[config.mk]
export PLATFORM = sky130hd
export DESIGN_NAME = bip_host_link
export DESIGN_NICKNAME = d
export VERILOG_FILES = /design/src/rtl/bip_host_pkg.sv /design/src/rtl/bip_tx_serializer.sv /design/src/rtl/bip_host_link.sv
export SDC_FILE = /design/constraint.sdc
export NUM_CORES = 1
export LEC_CHECK = 0
export CAP_MARGIN = 20
export CORE_ASPECT_RATIO = 0.6
export CORE_MARGIN = 2
export CORE_UTILIZATION = 30
export CTS_BUF_LIST = sky130_fd_sc_hd__clkbuf_16
export DETAILED_ROUTE_END_ITERATION = 7
export DONT_BUFFER_PORTS = 1
export HOLD_SLACK_MARGIN = 0.03
export REMOVE_ABC_BUFFERS = 1
export SETUP_SLACK_MARGIN = 0.1
export SYNTH_ARGS = -nofsm -noshare
export SYNTH_HDL_FRONTEND = slang
export SYNTH_SLANG_ARGS = --single-unit
[constraint.sdc]
create_clock -name clk -period 2.15 [get_ports clk]
set_clock_uncertainty 0.15 [all_clocks]
set_input_delay 0.43 -clock clk [delete_from_list [all_inputs] [get_ports clk]]
set_output_delay 0.43 -clock clk [all_outputs]
set_load 0.02 [all_outputs]
[src/rtl/bip_host_pkg.sv]
// Shared constants for the BIP host link: command opcodes, response bytes
// and the engine state encoding.
package bip_host_pkg;

    localparam logic [7:0] OP_RUN   = 8'h01;
    localparam logic [7:0] OP_WR_PM = 8'h02;
    localparam logic [7:0] OP_WR_DM = 8'h03;
    localparam logic [7:0] OP_RD_DM = 8'h04;
    localparam logic [7:0] OP_TRACE = 8'h05;

    localparam logic [7:0] ACK_BYTE = 8'hAA;
    localparam logic [7:0] ERR_BYTE = 8'hEE;

    typedef logic [3:0] state_t;

    localparam state_t S_IDLE     = 4'd0;
    localparam state_t S_GET_ADDR = 4'd1;
    localparam state_t S_GET_CNT  = 4'd2;
    localparam state_t S_GET_DATA = 4'd3;
    localparam state_t S_WRITE    = 4'd4;
    localparam state_t S_RD_REQ   = 4'd5;
    localparam state_t S_RD_WAIT  = 4'd6;
    localparam state_t S_SEND     = 4'd7;
    localparam state_t S_TX_WAIT  = 4'd8;
    localparam state_t S_RUN      = 4'd9;
    localparam state_t S_RESP     = 4'd10;

    function automatic int bytes_for(input int bits);
        return (bits + 7) / 8;
    endfunction

endpackage

[src/rtl/bip_tx_serializer.sv]
// Sends a loaded word as a sequence of bytes, LSB first, one per
// tx_start/tx_done handshake; done_o pulses when the last byte completes.
module bip_tx_serializer #(
    parameter int BYTES = 4
) (
    input  logic                         clk,
    input  logic                         reset,
    input  logic                         load_i,
    input  logic [BYTES*8-1:0]           word_i,
    input  logic [$clog2(BYTES+1)-1:0]   nbytes_i,
    input  logic                         tx_done_i,
    output logic                         tx_start_o,
    output logic [7:0]                   tx_data_o,
    output logic                         done_o
);
    localparam int NBW = $clog2(BYTES + 1);

    localparam logic [1:0] PH_IDLE = 2'd0;
    localparam logic [1:0] PH_SEND = 2'd1;
    localparam logic [1:0] PH_WAIT = 2'd2;

    logic [1:0]         phase_q, phase_d;
    logic [BYTES*8-1:0] shift_q, shift_d;
    logic [NBW-1:0]     left_q, left_d;

    always_comb begin
        phase_d = phase_q;
        shift_d = shift_q;
        left_d  = left_q;
        done_o  = 1'b0;
        case (phase_q)
            PH_SEND: phase_d = PH_WAIT;
            PH_WAIT: begin
                if (tx_done_i) begin
                    if (left_q == NBW'(1)) begin
                        done_o  = 1'b1;
                        phase_d = PH_IDLE;
                    end else begin
                        shift_d = shift_q >> 8;
                        left_d  = left_q - 1'b1;
                        phase_d = PH_SEND;
                    end
                end
            end
            default: ;
        endcase
        if (load_i) begin
            shift_d = word_i;
            left_d  = nbytes_i;
            phase_d = PH_SEND;
        end
    end

    always_ff @(posedge clk) begin
        if (reset) begin
            phase_q <= PH_IDLE;
            shift_q <= '0;
            left_q  <= '0;
        end else begin
            phase_q <= phase_d;
            shift_q <= shift_d;
            left_q  <= left_d;
        end
    end

    assign tx_start_o = (phase_q == PH_SEND);
    assign tx_data_o  = shift_q[7:0];

endmodule

[src/rtl/bip_host_link.sv]
// UART command engine for the BIP: decodes host frames, drives program/data
// memory strobes and BIP reset, and answers through the byte serializer.
module bip_host_link
    import bip_host_pkg::*;
#(
    parameter int DATA_LENGTH    = 16,
    parameter int ADDR_LENGTH    = 11,
    parameter int RUN_CYCLES     = 256,
    parameter int READ_LATENCY   = 1,
    parameter int TIMEOUT_CYCLES = 65535
) (
    input  logic                   clk,
    input  logic                   reset,
    input  logic [7:0]             rx_data,
    input  logic                   rx_done,
    input  logic                   tx_done,
    input  logic [DATA_LENGTH-1:0] in_data,
    input  logic [DATA_LENGTH-1:0] in_acc,
    input  logic [DATA_LENGTH-1:0] in_pc,
    output logic                   tx_start,
    output logic [7:0]             tx_data,
    output logic                   wr_pm,
    output logic                   wr_dm,
    output logic                   rd_dm,
    output logic                   reset_bip,
    output logic [ADDR_LENGTH-1:0] out_addr,
    output logic [DATA_LENGTH-1:0] out_data,
    output logic                   busy
);
    localparam int DB   = bytes_for(DATA_LENGTH);
    localparam int AB   = bytes_for(ADDR_LENGTH);
    localparam int DB8  = DB * 8;
    localparam int AB8  = AB * 8;
    localparam int SW   = 2 * DB8;
    localparam int NBW  = $clog2(2 * DB + 1);
    localparam int CMAX = (RUN_CYCLES > READ_LATENCY) ? RUN_CYCLES : READ_LATENCY;
    localparam int CW   = $clog2(CMAX + 1);
    localparam int TW   = $clog2(TIMEOUT_CYCLES + 1);

    state_t         state_q, state_d;
    logic [7:0]     op_q, op_d;
    logic [7:0]     resp_q, resp_d;
    logic [AB8-1:0] addr_q, addr_d;
    logic [DB8-1:0] data_q, data_d;
    logic [7:0]     bcnt_q, bcnt_d;
    logic [8:0]     wcnt_q, wcnt_d;
    logic [CW-1:0]  cyc_q, cyc_d;
    logic [TW-1:0]  tmo_q, tmo_d;

    logic           ser_load, ser_done;
    logic [SW-1:0]  ser_word;
    logic [NBW-1:0] ser_nbytes;

    always_comb begin
        state_d    = state_q;
        op_d       = op_q;
        resp_d     = resp_q;
        addr_d     = addr_q;
        data_d     = data_q;
        bcnt_d     = bcnt_q;
        wcnt_d     = wcnt_q;
        cyc_d      = cyc_q;
        tmo_d      = '0;
        ser_load   = 1'b0;
        ser_word   = '0;
        ser_nbytes = '0;
        case (state_q)
            S_IDLE: begin
                if (rx_done) begin
                    op_d   = rx_data;
                    bcnt_d = '0;
                    cyc_d  = '0;
                    case (rx_data)
                        OP_RUN: state_d = S_RUN;
                        OP_WR_PM, OP_WR_DM, OP_RD_DM: state_d = S_GET_ADDR;
                        OP_TRACE: begin
                            ser_load   = 1'b1;
                            ser_word   = {DB8'(in_pc), DB8'(in_acc)};
                            ser_nbytes = NBW'(2 * DB);
                            state_d    = S_SEND;
                        end
                        default: begin
                            resp_d  = ERR_BYTE;
                            state_d = S_RESP;
                        end
                    endcase
                end
            end
            S_GET_ADDR: begin
                if (rx_done) begin
                    addr_d = (addr_q >> 8) | (AB8'(rx_data) << (AB8 - 8));
                    if (bcnt_q == 8'(AB - 1)) begin
                        bcnt_d  = '0;
                        state_d = S_GET_CNT;
                    end else begin
                        bcnt_d = bcnt_q + 1'b1;
                    end
                end
            end
            S_GET_CNT: begin
                if (rx_done) begin
                    wcnt_d  = (rx_data == 8'd0) ? 9'd256 : {1'b0, rx_data};
                    bcnt_d  = '0;
                    cyc_d   = '0;
                    state_d = (op_q == OP_RD_DM) ? S_RD_REQ : S_GET_DATA;
                end
            end
            S_GET_DATA: begin
                if (rx_done) begin
                    data_d = (data_q >> 8) | (DB8'(rx_data) << (DB8 - 8));
                    if (bcnt_q == 8'(DB - 1)) begin
                        bcnt_d  = '0;
                        state_d = S_WRITE;
                    end else begin
                        bcnt_d = bcnt_q + 1'b1;
                    end
                end
            end
            S_WRITE: begin
                addr_d = AB8'(addr_q[ADDR_LENGTH-1:0] + 1'b1);
                wcnt_d = wcnt_q - 1'b1;
                if (wcnt_q == 9'd1) begin
                    resp_d  = ACK_BYTE;
                    state_d = S_RESP;
                end else begin
                    state_d = S_GET_DATA;
                end
            end
            S_RD_REQ: begin
                cyc_d   = '0;
                state_d = S_RD_WAIT;
            end
            S_RD_WAIT: begin
                if (cyc_q == CW'(READ_LATENCY - 1)) begin
                    ser_load   = 1'b1;
                    ser_word   = SW'(in_data);
                    ser_nbytes = NBW'(DB);
                    state_d    = S_SEND;
                end else begin
                    cyc_d = cyc_q + 1'b1;
                end
            end
            S_SEND: state_d = S_TX_WAIT;
            S_TX_WAIT: begin
                // op_q is cleared by RESP, so only a live read burst continues here
                if (ser_done) begin
                    if (op_q == OP_RD_DM) begin
                        addr_d = AB8'(addr_q[ADDR_LENGTH-1:0] + 1'b1);
                        wcnt_d = wcnt_q - 1'b1;
                        cyc_d  = '0;
                        state_d = (wcnt_q == 9'd1) ? S_IDLE : S_RD_REQ;
                    end else begin
                        state_d = S_IDLE;
                    end
                end
            end
            S_RUN: begin
                if (cyc_q == CW'(RUN_CYCLES - 1)) begin
                    state_d = S_IDLE;
                end else begin
                    cyc_d = cyc_q + 1'b1;
                end
            end
            S_RESP: begin
                ser_load   = 1'b1;
                ser_word   = SW'(resp_q);
                ser_nbytes = NBW'(1);
                op_d       = '0;
                state_d    = S_SEND;
            end
            default: state_d = S_IDLE;
        endcase

        if ((state_q inside {S_GET_ADDR, S_GET_CNT, S_GET_DATA}) && !rx_done) begin
            if (tmo_q == TW'(TIMEOUT_CYCLES - 1)) begin
                resp_d  = ERR_BYTE;
                state_d = S_RESP;
            end else begin
                tmo_d = tmo_q + 1'b1;
            end
        end
    end

    always_ff @(posedge clk) begin
        if (reset) begin
            state_q <= S_IDLE;
            op_q    <= '0;
            resp_q  <= '0;
            addr_q  <= '0;
            data_q  <= '0;
            bcnt_q  <= '0;
            wcnt_q  <= '0;
            cyc_q   <= '0;
            tmo_q   <= '0;
        end else begin
            state_q <= state_d;
            op_q    <= op_d;
            resp_q  <= resp_d;
            addr_q  <= addr_d;
            data_q  <= data_d;
            bcnt_q  <= bcnt_d;
            wcnt_q  <= wcnt_d;
            cyc_q   <= cyc_d;
            tmo_q   <= tmo_d;
        end
    end

    bip_tx_serializer #(
        .BYTES(2 * DB)
    ) u_ser (
        .clk       (clk),
        .reset     (reset),
        .load_i    (ser_load),
        .word_i    (ser_word),
        .nbytes_i  (ser_nbytes),
        .tx_done_i (tx_done),
        .tx_start_o(tx_start),
        .tx_data_o (tx_data),
        .done_o    (ser_done)
    );

    assign wr_pm     = (state_q == S_WRITE) && (op_q == OP_WR_PM);
    assign wr_dm     = (state_q == S_WRITE) && (op_q == OP_WR_DM);
    assign rd_dm     = (state_q == S_RD_REQ) || (state_q == S_RD_WAIT);
    assign reset_bip = (state_q != S_RUN);
    assign busy      = (state_q != S_IDLE);
    assign out_addr  = addr_q[ADDR_LENGTH-1:0];
    assign out_data  = data_q[DATA_LENGTH-1:0];

endmodule

==> flow_summary.toml <==
[sta]
layout_setup_ws_ns = -0.3212
hold_violations = 53
holdWs_ns = -0.08209
fin_crit_sh = 1.149
slew_headroom = 0.5031
final.setup.tns_ns = -3.500
finalSetupViolations = 50
fmaxAchievable_mhz = 404.7
tightest_slew_ns = 0.7445
finalMaxSlewViolations = 0
min_period_ns = 2.471
rsz0062_at_grt = "yes"

[pwr]
finalPower_mw = 11.13
max-vdd-ir-drop_mv = 0.8006
p_leak_nw = 3.730
p_per_area_nw_per_um2 = 1073

[synth]
synth_edf_count = 0
async_flop_share = 0
synth_cell_type_count = 70
ys_seq_area_frac = 0.3852
syn-cell-area_sq_um = 6809
muxShareOfSynthArea = 0.02297
synth_seq_cells = 131
synthTopCellsByCount = "dfxtp_1 (131), nand2_1 (111), a21oi_1 (84), nor2_1 (67), nor3_1 (42)"
yosysMostFrequentCell = "dfxtp_1"
synth_top_area_cell = "dfxtp_1"
synth_simple_gate_area_frac = 0.2710
synth_top_family_by_area = "simple AND/OR/NAND/NOR gates"
synthAdderAreaFrac = 0.02205
synthXorXnorAreaFrac = 0.03087
synth.top_cell.area_share = 0.3852
synth.avg_cell_area_sq_um = 7.890
synth_ff_type = "dfxtp_1"
synth_area_leaders = "dfxtp_1 (39%), a21oi_1 (6.2%), nand2_1 (6.1%), nor2_1 (3.7%), nor3_1 (3.1%)"
synth_cells = 863
synth_warnings = 0
synth-compound-area-share = 0.1963

[clock_tree]
cts_sinks = 131
clk_path_buf_depth = 2
worstSkewPairLatency_ns = 0.44
cts.root.buffer_cell = "clkbuf_16"
h-tree-depth = 4
clkTransAtPathRegs_ns = 0.05
numCtsBuffers = 17
cts_tree = "yes"

[setup_path]
end_kind = "primary output"
path_max_fanout = 3
start_kind = "flop"
crit_type = "flop to primary output"
cp.required_ns = 1.57
crit_arrival_ns = 1.89

[global_routing]
grt_max_degree = 105
grt_overflow = 0
antenna_found_initial = 0
grt_pass1_wl_mm = 35.96
grtUsageTotal = 0.1917
first_global_vias = 6707

[layout]
syn2layout_area_growth_pct = 52.39
nNetsFinal = 1063
drive_gt1_frac = 0.4104
diodes = 0

[floorplanning]
core_area_sq_um = 22180
start_util = 0.3070
dieArea_sq_um = 23960
num_rows = 42
io_pins = 101
die_x_microns = 198.5
dieHeight_microns = 120.7

[drt]
drtIter0Drc = 578
wl_met2_mm = 10.37
viasPerCell = 5.396
ant_nets = 0
vias = 7080
remaining_drc_errors = 0
wl_met1_mm = 11.37
avgRoutedWirePerCell_microns = 18.22
dr.max_layer_used = "met4"
dr_wl_met3_mm = 1.815
wirelength_mm = 23.91
firstDrtPassIters = 4

[status]
status = "finished, violations left"
violations = "hold timing, setup timing"

[place]
place_congestion = 0.8459
dp_hpwl_mm = 14.38
io_buffers = 0

[hold_path]
hp-class = "input pin to flop"

[flow_run]
drv_cap = 0
==> flip-flops by register name (all words and copies together), names as in the netlist <==
signal / cells
bcnt_q: 8
u_ser.left_q: 3
tmo_q: 16
u_ser.phase_q: 2
resp_q: 8
state_q: 4
addr_q: 16
wcnt_q: 9
op_q: 8
cyc_q: 9
out_data: 16
u_ser.shift_q: 32
==> cells by family after synthesis <==
family | count (synthesis)
fa+ha+maj | 12
buf+inv | 105
compound gates | 212
simple gates | 365
xor+xnor | 24
mux | 14
flops | 131
==> repair_timing <==
| item | in CTS | in global routing |
|---|---|---|
| gates resized for setup | 195 | 143 |
| cloned | 5 | 5 |
| buffers inserted | 33 | 24 |
| setup endpoints to repair | 103 | 106 |
| endpoints found under the hold margin | 97 | 97 |
| pin swaps | 57 | 69 |
==> path summary, 6_finish.rpt <==
kind / from / endpoint / slack (ns) / cells after the start
worst max-delay path: op_q[3]$_SDFFE_PP0P_ / wr_pm / -0.32 / 6
worst min-delay path: reset / out_data[0]$_SDFFE_PP0P_ / -0.08 / 1
worst min register to register: resp_q[0]$_SDFF_PP0_ / resp_q[0]$_SDFF_PP0_ / 0.29 / 2
worst max register to register: bcnt_q[1]$_SDFFE_PP0P_ / state_q[1]$_SDFF_PP0_ / -0.21 / 7
==> metal layers <==
layer  vias to the layer above  global-route usage
met5                         -                   0
met4                         0             0.05504
met3                        35             0.05579
met2                       279              0.2781
met1                      3404              0.2733
li1                       3362                   -
==> cell usage in the layout (no fill, tap or decap), types with 6 or more instances in the layout <==
cell type  instances
a31oi_1           14
nor2b_1            8
nor2_1            56
a21oi_1           55
nor2_2             8
or3_1              9
buf_6             48
nor4_4             9
ha_1               7
nor3_1            30
nand4_1            9
or4b_4             6
dfxtp_2           11
clkbuf_16         21
buf_12            12
xnor2_1            9
nand2b_1          10
a22oi_1           12
inv_1             22
o21ai_2           10
o31ai_4            6
o21ai_1           10
or4_1              7
mux2_2            13
dfxtp_1          115
o21ai_0           10
nand3_1           29
nor3_2            10
a22oi_2            8
a21oi_2           26
buf_4            116
nand2_1          104
xor2_1            15
or4_4              7
buf_8              8
==> layout make-up <==
class | instances | area (sq um)
fillers | 2073 | 11800
multi-input cells | 627 | 4773
flip-flops and latches | 131 | 2655
repair buffers | 188 | 1872
clock buffers | 17 | 425.4
well taps | 308 | 385.4
clock inverters | 15 | 165.2
inverters | 26 | 100.1
==> metrics by stage <==
| step | util | std cells | cell area [sq um] | setup WS, ns |
|---|---|---|---|---|
| floorplan | - | 784 | 6419 | -0.8110 |
| global placement | 0.3560 | 1224 | 7894 | -0.3154 |
| detailed placement | 0.3560 | 1224 | 7894 | -0.3297 |
| CTS | 0.4295 | 1293 | 9525 | -0.3738 |
| global route | 0.4679 | 1312 | 10380 | -0.3942 |
| finish | 0.4679 | 1312 | 10380 | -0.3212 |
==> power by group <==
group          total, mW  switching (mW)  internal, mW
registers           3.09           0.352          2.74
logic               5.05            2.65          2.40
clock network       2.99            1.19          1.81
==> critical path: stages, from the launching register on <==
cell	delay, ns
dfxtp_2	0.32
buf_6	0.12
nor4_4	0.30
nand3_2	0.14
nor4_4	0.31
buf_4	0.16
buf_6	0.11
Power figures use the tool's default switching activity.
